$ cat src/rtl/rf_forward_scoreboard.sv
// -----------------------------------------------------------------------------
// rf_forward_scoreboard
//
// ID-stage register-forwarding unit. Tracks the destination tags of the
// instructions in flight in a small shift register (entry 1 = EX ...
// entry STAGES = WB). Each cycle it picks a forwarding source for every ID
// read port, or raises a stall when the youngest producer of that register
// has not yet reached the stage from which its result is available.
//
// Parameters:
//   NUM_RD_PORTS      number of ID read ports checked
//   STAGES            downstream stages tracked (1 = EX ... STAGES = WB)
//   ADDR_W            register address width
//   ALU_READY_STAGE   first stage an ALU result can be forwarded from
//   LOAD_READY_STAGE  first stage a load result can be forwarded from
//   SEL_W             width of one select field (derived)
//
// Ports:
//   clk, rst_n        clock (rising edge), async active-low reset
//   id_valid          a valid instruction occupies ID
//   id_rs_addr        read addresses, port p at [p*ADDR_W +: ADDR_W]
//   id_rs_used        port p actually reads its register
//   id_wr_en          ID instruction writes a register
//   id_wr_addr        ID instruction destination register
//   id_is_load        ID instruction is a load
//   flush             kill the ID instruction and the EX entry
//   fwd_sel           per port: 0 = register file, s = forward from stage s
//   stall             hold IF/ID and insert a bubble into EX
//
// Optional feature (macro RF_FWD_PERF_CNT_EN):
//   stall_cnt         saturating count of cycles with stall = 1
//   fwd_cnt           saturating count of cycles with any fwd_sel != 0
// -----------------------------------------------------------------------------
module rf_forward_scoreboard #(
    parameter int NUM_RD_PORTS     = 2,
    parameter int STAGES           = 3,
    parameter int ADDR_W           = 5,
    parameter int ALU_READY_STAGE  = 2,
    parameter int LOAD_READY_STAGE = 3,
    parameter int SEL_W            = $clog2(STAGES + 1)
) (
    input  logic                             clk,
    input  logic                             rst_n,
    input  logic                             id_valid,
    input  logic [NUM_RD_PORTS*ADDR_W-1:0]   id_rs_addr,
    input  logic [NUM_RD_PORTS-1:0]          id_rs_used,
    input  logic                             id_wr_en,
    input  logic [ADDR_W-1:0]                id_wr_addr,
    input  logic                             id_is_load,
    input  logic                             flush,
    output logic [NUM_RD_PORTS*SEL_W-1:0]    fwd_sel,
    output logic                             stall
`ifdef RF_FWD_PERF_CNT_EN
    ,
    output logic [31:0]                      stall_cnt,
    output logic [31:0]                      fwd_cnt
`endif
);

    localparam logic [SEL_W-1:0] ALU_RDY  = SEL_W'(ALU_READY_STAGE);
    localparam logic [SEL_W-1:0] LOAD_RDY = SEL_W'(LOAD_READY_STAGE);

    // In-flight entries, indexed by stage number
    logic              ent_valid_r [1:STAGES];
    logic [ADDR_W-1:0] ent_addr_r  [1:STAGES];
    logic [SEL_W-1:0]  ent_rdy_r   [1:STAGES];

    // Per-port youngest match information
    logic [NUM_RD_PORTS-1:0] hit_s;
    logic [NUM_RD_PORTS-1:0] late_s;
    logic [SEL_W-1:0]        hit_k_s [NUM_RD_PORTS];

    logic [NUM_RD_PORTS*SEL_W-1:0] fwd_sel_s;
    logic                          stall_s;
    logic                          alloc_s;

    // Youngest-match search per read port; scanning oldest to youngest lets
    // the last hit (lowest stage) win
    always_comb begin
        hit_s  = '0;
        late_s = '0;
        for (int p = 0; p < NUM_RD_PORTS; p++) begin
            hit_k_s[p] = '0;
        end
        for (int p = 0; p < NUM_RD_PORTS; p++) begin
            for (int k = STAGES; k >= 1; k--) begin
                if (ent_valid_r[k] &&
                    (ent_addr_r[k] == id_rs_addr[p*ADDR_W +: ADDR_W]) &&
                    (id_rs_addr[p*ADDR_W +: ADDR_W] != {ADDR_W{1'b0}})) begin
                    hit_s[p]   = 1'b1;
                    hit_k_s[p] = SEL_W'(k);
                    // A younger not-ready match masks any older ready one
                    late_s[p]  = (SEL_W'(k) < ent_rdy_r[k]);
                end else begin
                    hit_s[p] = hit_s[p];
                end
            end
        end
    end

    // Forwarding selects and stall request from the match results
    always_comb begin
        fwd_sel_s = '0;
        for (int p = 0; p < NUM_RD_PORTS; p++) begin
            if (id_valid && id_rs_used[p] && hit_s[p] && !late_s[p]) begin
                fwd_sel_s[p*SEL_W +: SEL_W] = hit_k_s[p];
            end else begin
                fwd_sel_s[p*SEL_W +: SEL_W] = {SEL_W{1'b0}};
            end
        end
        // A flushed ID instruction never needs to wait
        if (id_valid && !flush && ((late_s & id_rs_used) != '0)) begin
            stall_s = 1'b1;
        end else begin
            stall_s = 1'b0;
        end
    end

    assign fwd_sel = fwd_sel_s;
    assign stall   = stall_s;

    // Register 0 writes are never tracked so r0 can never forward or stall
    assign alloc_s = id_valid && id_wr_en && (id_wr_addr != {ADDR_W{1'b0}}) &&
                     !stall_s && !flush;

    // Tag shift register: entry 1 takes the leaving ID instruction or a bubble
    always_ff @(posedge clk or negedge rst_n) begin
        if (!rst_n) begin
            for (int k = 1; k <= STAGES; k++) begin
                ent_valid_r[k] <= 1'b0;
                ent_addr_r[k]  <= {ADDR_W{1'b0}};
                ent_rdy_r[k]   <= {SEL_W{1'b0}};
            end
        end else begin
            ent_valid_r[1] <= alloc_s;
            ent_addr_r[1]  <= alloc_s ? id_wr_addr : {ADDR_W{1'b0}};
            ent_rdy_r[1]   <= alloc_s ? (id_is_load ? LOAD_RDY : ALU_RDY)
                                      : {SEL_W{1'b0}};
            for (int k = 2; k <= STAGES; k++) begin
                // Flush also kills the instruction currently in EX
                if ((k == 2) && flush) begin
                    ent_valid_r[k] <= 1'b0;
                    ent_addr_r[k]  <= {ADDR_W{1'b0}};
                    ent_rdy_r[k]   <= {SEL_W{1'b0}};
                end else begin
                    ent_valid_r[k] <= ent_valid_r[k-1];
                    ent_addr_r[k]  <= ent_addr_r[k-1];
                    ent_rdy_r[k]   <= ent_rdy_r[k-1];
                end
            end
        end
    end

`ifdef RF_FWD_PERF_CNT_EN
    logic [31:0] stall_cnt_r;
    logic [31:0] fwd_cnt_r;

    // Saturating event counters
    always_ff @(posedge clk or negedge rst_n) begin
        if (!rst_n) begin
            stall_cnt_r <= 32'd0;
            fwd_cnt_r   <= 32'd0;
        end else begin
            if (stall_s && (stall_cnt_r != 32'hFFFF_FFFF)) begin
                stall_cnt_r <= stall_cnt_r + 32'd1;
            end else begin
                stall_cnt_r <= stall_cnt_r;
            end
            if ((fwd_sel_s != '0) && (fwd_cnt_r != 32'hFFFF_FFFF)) begin
                fwd_cnt_r <= fwd_cnt_r + 32'd1;
            end else begin
                fwd_cnt_r <= fwd_cnt_r;
            end
        end
    end

    assign stall_cnt = stall_cnt_r;
    assign fwd_cnt   = fwd_cnt_r;
`endif

endmodule

$ cat config.mk
export PLATFORM = sky130hd
export DESIGN_NAME = rf_forward_scoreboard
export DESIGN_NICKNAME = d
export VERILOG_FILES = /design/src/rtl/rf_forward_scoreboard.sv
export SDC_FILE = /design/constraint.sdc
export NUM_CORES = 1
export LEC_CHECK = 0
export ABC_AREA = 1
export CAP_MARGIN = 10
export CORE_MARGIN = 2
export CORE_UTILIZATION = 36
export DETAILED_ROUTE_END_ITERATION = 8
export PLACE_DENSITY_LB_ADDON = 0.1
export REMOVE_ABC_BUFFERS = 1
export SLEW_MARGIN = 20
export SYNTH_ARGS = -nofsm -noshare
export SYNTH_HDL_FRONTEND = slang
export SYNTH_SLANG_ARGS = --single-unit
$ cat constraint.sdc
create_clock -name clk -period 2.03 [get_ports clk]
set_clock_uncertainty 0.05 [all_clocks]
set_input_delay 0.3045 -clock clk [delete_from_list [all_inputs] [get_ports clk]]
set_output_delay 0.3045 -clock clk [all_outputs]
set_load 0.01 [all_outputs]
## Yosys cells after proc, flatten, opt, wreduce, memory -nomap -nowiden

Cells that the tools add are included.

| operators by class | value |
|---|---|
| magnitude comparators | 3 |
| equality and inequality tests | 6 |
| multiplexer cells | 27 |
| bitwise operators | 1 |
| reduce and logical (&&, ||, !) cells | 32 |

Operators with widths:

| cell | count |
|---|---|
| 5-bit equality test | 6 |
| 1-bit logical AND | 24 |
| 2-bit 2-to-1 mux | 10 |
| 1-bit 2-to-1 mux | 15 |
| 5-bit nonzero test | 3 |
| 5-bit 2-to-1 mux | 2 |
| 1-bit zero test | 4 |
| 2-bit < comparator (first input constant) | 2 |
| 2-bit AND | 1 |
| 1-bit by 2-bit < comparator with 1-bit output (first input constant) | 1 |
| 2-bit nonzero test | 1 |

| word-level totals | value |
|---|---|
| bits in registers | 24 |
| bits of input ports | 23 |
| output and inout port bits | 5 |

## Longest topological paths before layout

| depth | value |
|---|---|
| depth after elaboration | 14 |
| mapped depth | 11 |
| gate-level depth less buffers | 11 |

## Worst setup path after synthesis

No wires, ideal clock.

| timing path | value |
|---|---|
| path kind | reg-to-output |
| start | register ent_addr_r[9] (netlist name) |
| end | output stall |
| arrival time | 1.115 ns |
| data required time | 1.676 ns |
| path slack | 0.560 ns |
| cell stages (with the launch flop) | 10 |
| cells stage by stage | dfrtp_1 inv_1 nand2_1 nand2_1 nand2_1 nor2_2 nand3_2 nand2_1 nand2_2 a21oi_2 |

| between the ends | value |
|---|---|
| word-level cells in the longest chain between the ends | 9 |
| elaborated cells between the ends (all ways) | 14 |
| classes of those cells | eq/ne (2); mux (5); bitwise (1); reduce/logical (6) |

RTL lines:

| item | line | source |
|---|---|---|
| start, declared | 65 | `logic [ADDR_W-1:0] ent_addr_r [1:STAGES];` |
| start signal, assigned by index | 131 | `ent_addr_r[k] <= {ADDR_W{1'b0}};` |
| start signal, assigned by index | 143 | `ent_addr_r[k] <= {ADDR_W{1'b0}};` |
| start signal, assigned by index | 147 | `ent_addr_r[k] <= ent_addr_r[k-1];` |
| 5-bit equality test | 88 | `(ent_addr_r[k] == id_rs_addr[p*ADDR_W +: ADDR_W]) &&` |
| 1-bit logical AND | 87 | `if (ent_valid_r[k] &&` |
| 1-bit logical AND | 88 |  |
| 1-bit 2-to-1 mux (2 in a row) | 87 |  |
| 2-bit AND * | 112 | `if (id_valid && !flush && ((late_s & id_rs_used) != '0)) begin` |
| 2-bit nonzero test * | 112 |  |
| 1-bit logical AND * | 112 |  |
| 1-bit 2-to-1 mux * | 112 |  |
| end, declared | 52 | `output logic stall` |

Every way passes the cells marked *; elsewhere a longest branch is shown, timed or not.

## Worst setup path in the final report

| timing path | value |
|---|---|
| start | register ent_addr_r[8] (netlist name) |
| end | output stall |

The elaborated chain is that of the path after synthesis.

==> key figures <==
Worst setup path
  – CP max-delay cell: dfrtp_2
  – CP max stage delay: 0.43 ns
  – Critical path class: reg2out
  – FF-to-FF End: ent_addr_r[11]
  – Crit path max fanout: 4
  – R2R cell count: 10
  – Setup crit start kind: register
  – WP data required: 1.68 ns
  – CP Buf/Inv Count: 2
  – Worst setup path start: ent_addr_r[8]
  – Critical Path Most Common Cell: nand2_2
  – CP Cell Sequence: inv_2, a21oi_2, nand2_2, nor2_4, nand3_2, nand2_2, nand2_2, a21oi_2, buf_2
  – Worst EP arrival: 1.66 ns
  – Worst reg2reg path startpoint: ent_addr_r[8]
  – Critical Path Sink Type: primary output
  – R2r setup slk: 0.51 ns
  – Family with the most delay on the worst path: simple AND/OR/NAND/NOR gates

Cells and area
  – Post-route cell area: 1821 µm²
  – Share of cells above drive strength 1: 0.2845
  – Final core occ: 0.5371
  – Layout area overhead: 41.40%
  – Final Net Count: 256
  – # diodes: 0

Floorplanning
  – Die ar.: 4070 µm²
  – Row Count: 21
  – Core ar.: 3390 µm²
  – Initial core utilization: 0.3798
  – Total I/O pin count: 28
  – Die height: 63.80 µm
  – Die W: 63.80 µm

Placement
  – Port-buffer cells: 27
  – DP Wirelength: 2.636 mm
  – GPL Wtd Cong: 0.8926
  – Area after DPL: 1687 µm²

Clocking
  – CTS Buf Count: 3
  – Hold Buf Count CTS: 0
  – CTS Sinks: 20
  – CTS clk-pin slew, worst paths: 0.13 ns
  – Clk root buf: clkbuf_4
  – # H-tree levels: 1
  – CTS tree: yes
  – Insertion delay of the later-clocked pin in the worst-skew pair: 0.31 ns
  – Clock Path Buffers: 2

Drt
  – Via count: 1254
  – Antenna-violating nets left: 0
  – Initial drt markers: 99
  – Detailed Routing Iterations Pass 1: 5
  – Via density: 4.511
  – Routed wire length: 3.458 mm
  – Routed WL per cell: 12.44 µm
  – DRC viols: 0

Yosys
  – Yosys top cell by area: dfrtp_1
  – Post-synth top area share: 0.3887
  – Avg Synthesized Cell Area: 6.885 µm²
  – Top cells by area, synth: dfrtp_1 (39%), nand2_1 (16%), inv_1 (8.5%)
  – Syn Std Cell Area: 1287 µm²
  – Distinct cells, synth: 21
  – Seq cells post-synth: 20
  – Sequential fraction of the synthesis area: 0.3887
  – Cell count after synthesis: 187
  – Yosys warning count: 0

Global routing
  – Vias in the first global route: 1229
  – Pin count of the biggest net entering global routing: 21
  – Antenna violations before repair: 0
  – GR Overflow Total: 0
  – First-pass GRT wire length: 5.492 mm
  – GRT Total Usage: 0.1765

Power
  – Leakage power: 0.9088 nW
  – Worst VDD drop: 0.2893 mV
  – Power per Cell Area: 503.8 nW/µm²

STA
  – Max-slew violations: 0
  – Final hold violation count: 0
  – FMAX: 0.4970 GHz
  – Tmin final: 2.012 ns
  – Slew @ Worst Pin: 0.2555 ns
  – Final setup violation count: 0
  – RSZ-0062 raised after global routing: yes
  – Final setup TNS: 0 ns
  – Final worst-path cycle share: 0.9912
  – Slew headroom: 0.8297

Run status
  – Status: completed

Flow run
  – Max_cap viols: 0

Worst hold path
  – HP Class: in2async
-- per-stage QoR --
stage,hold WS [ns],std cells,setup slack (ns),power [mW]
2_1_floorplan,-0.04109,186,0.5605,0.4885
3_3_place_gp,0.3640,269,-0.5003,0.5791
3_5_place_dp,0.3664,269,-0.5196,0.5804
4_1_cts,0.2735,275,-0.03569,0.9126
5_1_grt,0.2790,278,-0.1126,0.9589
6_report,0.2580,278,0.01785,0.9171
-- logic make-up (layout without fill, tap and decap cells) --
family                 after synthesis  in the layout  synth area share
XOR/XNOR                             8              8           0.05442
flip-flops                          20             20            0.3887
AO/OA/AOI/OAI                       10             10           0.04373
AND/OR/NAND/NOR                    110            110            0.3994
buffers and inverters               39             84            0.1137
-- worst max path at each step --
stage,endpoint,cells past startpoint
2_1_floorplan,stall,9
3_3_place_gp,fwd_sel[0],7
3_5_place_dp,stall,10
4_1_cts,stall,9
5_1_grt,stall,9
6_report,stall,9
-- layer usage --
layer  track usage  routed length [µm]  share of wire
met5             0                   0              0
met4       0.06250                  42          0.012
met1        0.2187                1568           0.45
met3       0.02817                 119          0.034
met2        0.3086                1728           0.50
-- area by class of cell --
cell class	instances	area [µm²]
clock buffer	3	22.52
clock inverter	1	30.03
fill	334	1569
inverter	38	142.6
multi-input combinational	128	713.2
sequential	20	501.7
tap	46	57.56
timing repair buffer	42	352.8
-- layout by cell type, fill, tap and decap left out, types with 7 or more instances in the layout --
cell / count
inv_1: 26
nand4_1: 7
nand2_1: 50
clkdlybuf4s50_1: 12
dlygate4sd2_1: 10
nor2_1: 22
nand2_2: 8
inv_2: 12
buf_4: 13
dfrtp_1: 19
-- registers in the layout (all words and copies together) (netlist names) --
register,cells
ent_rdy_r,4
ent_valid_r,1
ent_addr_r,15
-- synthesized netlist by cell type, drive strengths merged --
| library cell | n |
|---|---|
| a21oi | 8 |
| clkbuf | 1 |
| dfrtp | 20 |
| inv | 38 |
| nand2 | 58 |
| nand3 | 11 |
| nand4 | 7 |
| nor2 | 29 |
| nor3 | 4 |
| o211ai | 1 |
| o21ai | 1 |
| or2 | 1 |
| xnor2 | 7 |
| xor2 | 1 |
-- report_power, final --
group / switching [mW] / internal, mW
Combinational: 0.0896 / 0.0771
Sequential: 0.00710 / 0.407
Clock: 0.137 / 0.200
-- what timing repair did --
action,in CTS,in global routing
setup buffers,2,3
gates resized for setup,38,16
setup endpoints to repair,5,5
pin swaps,10,12
(Power assumes the default switching activity.)
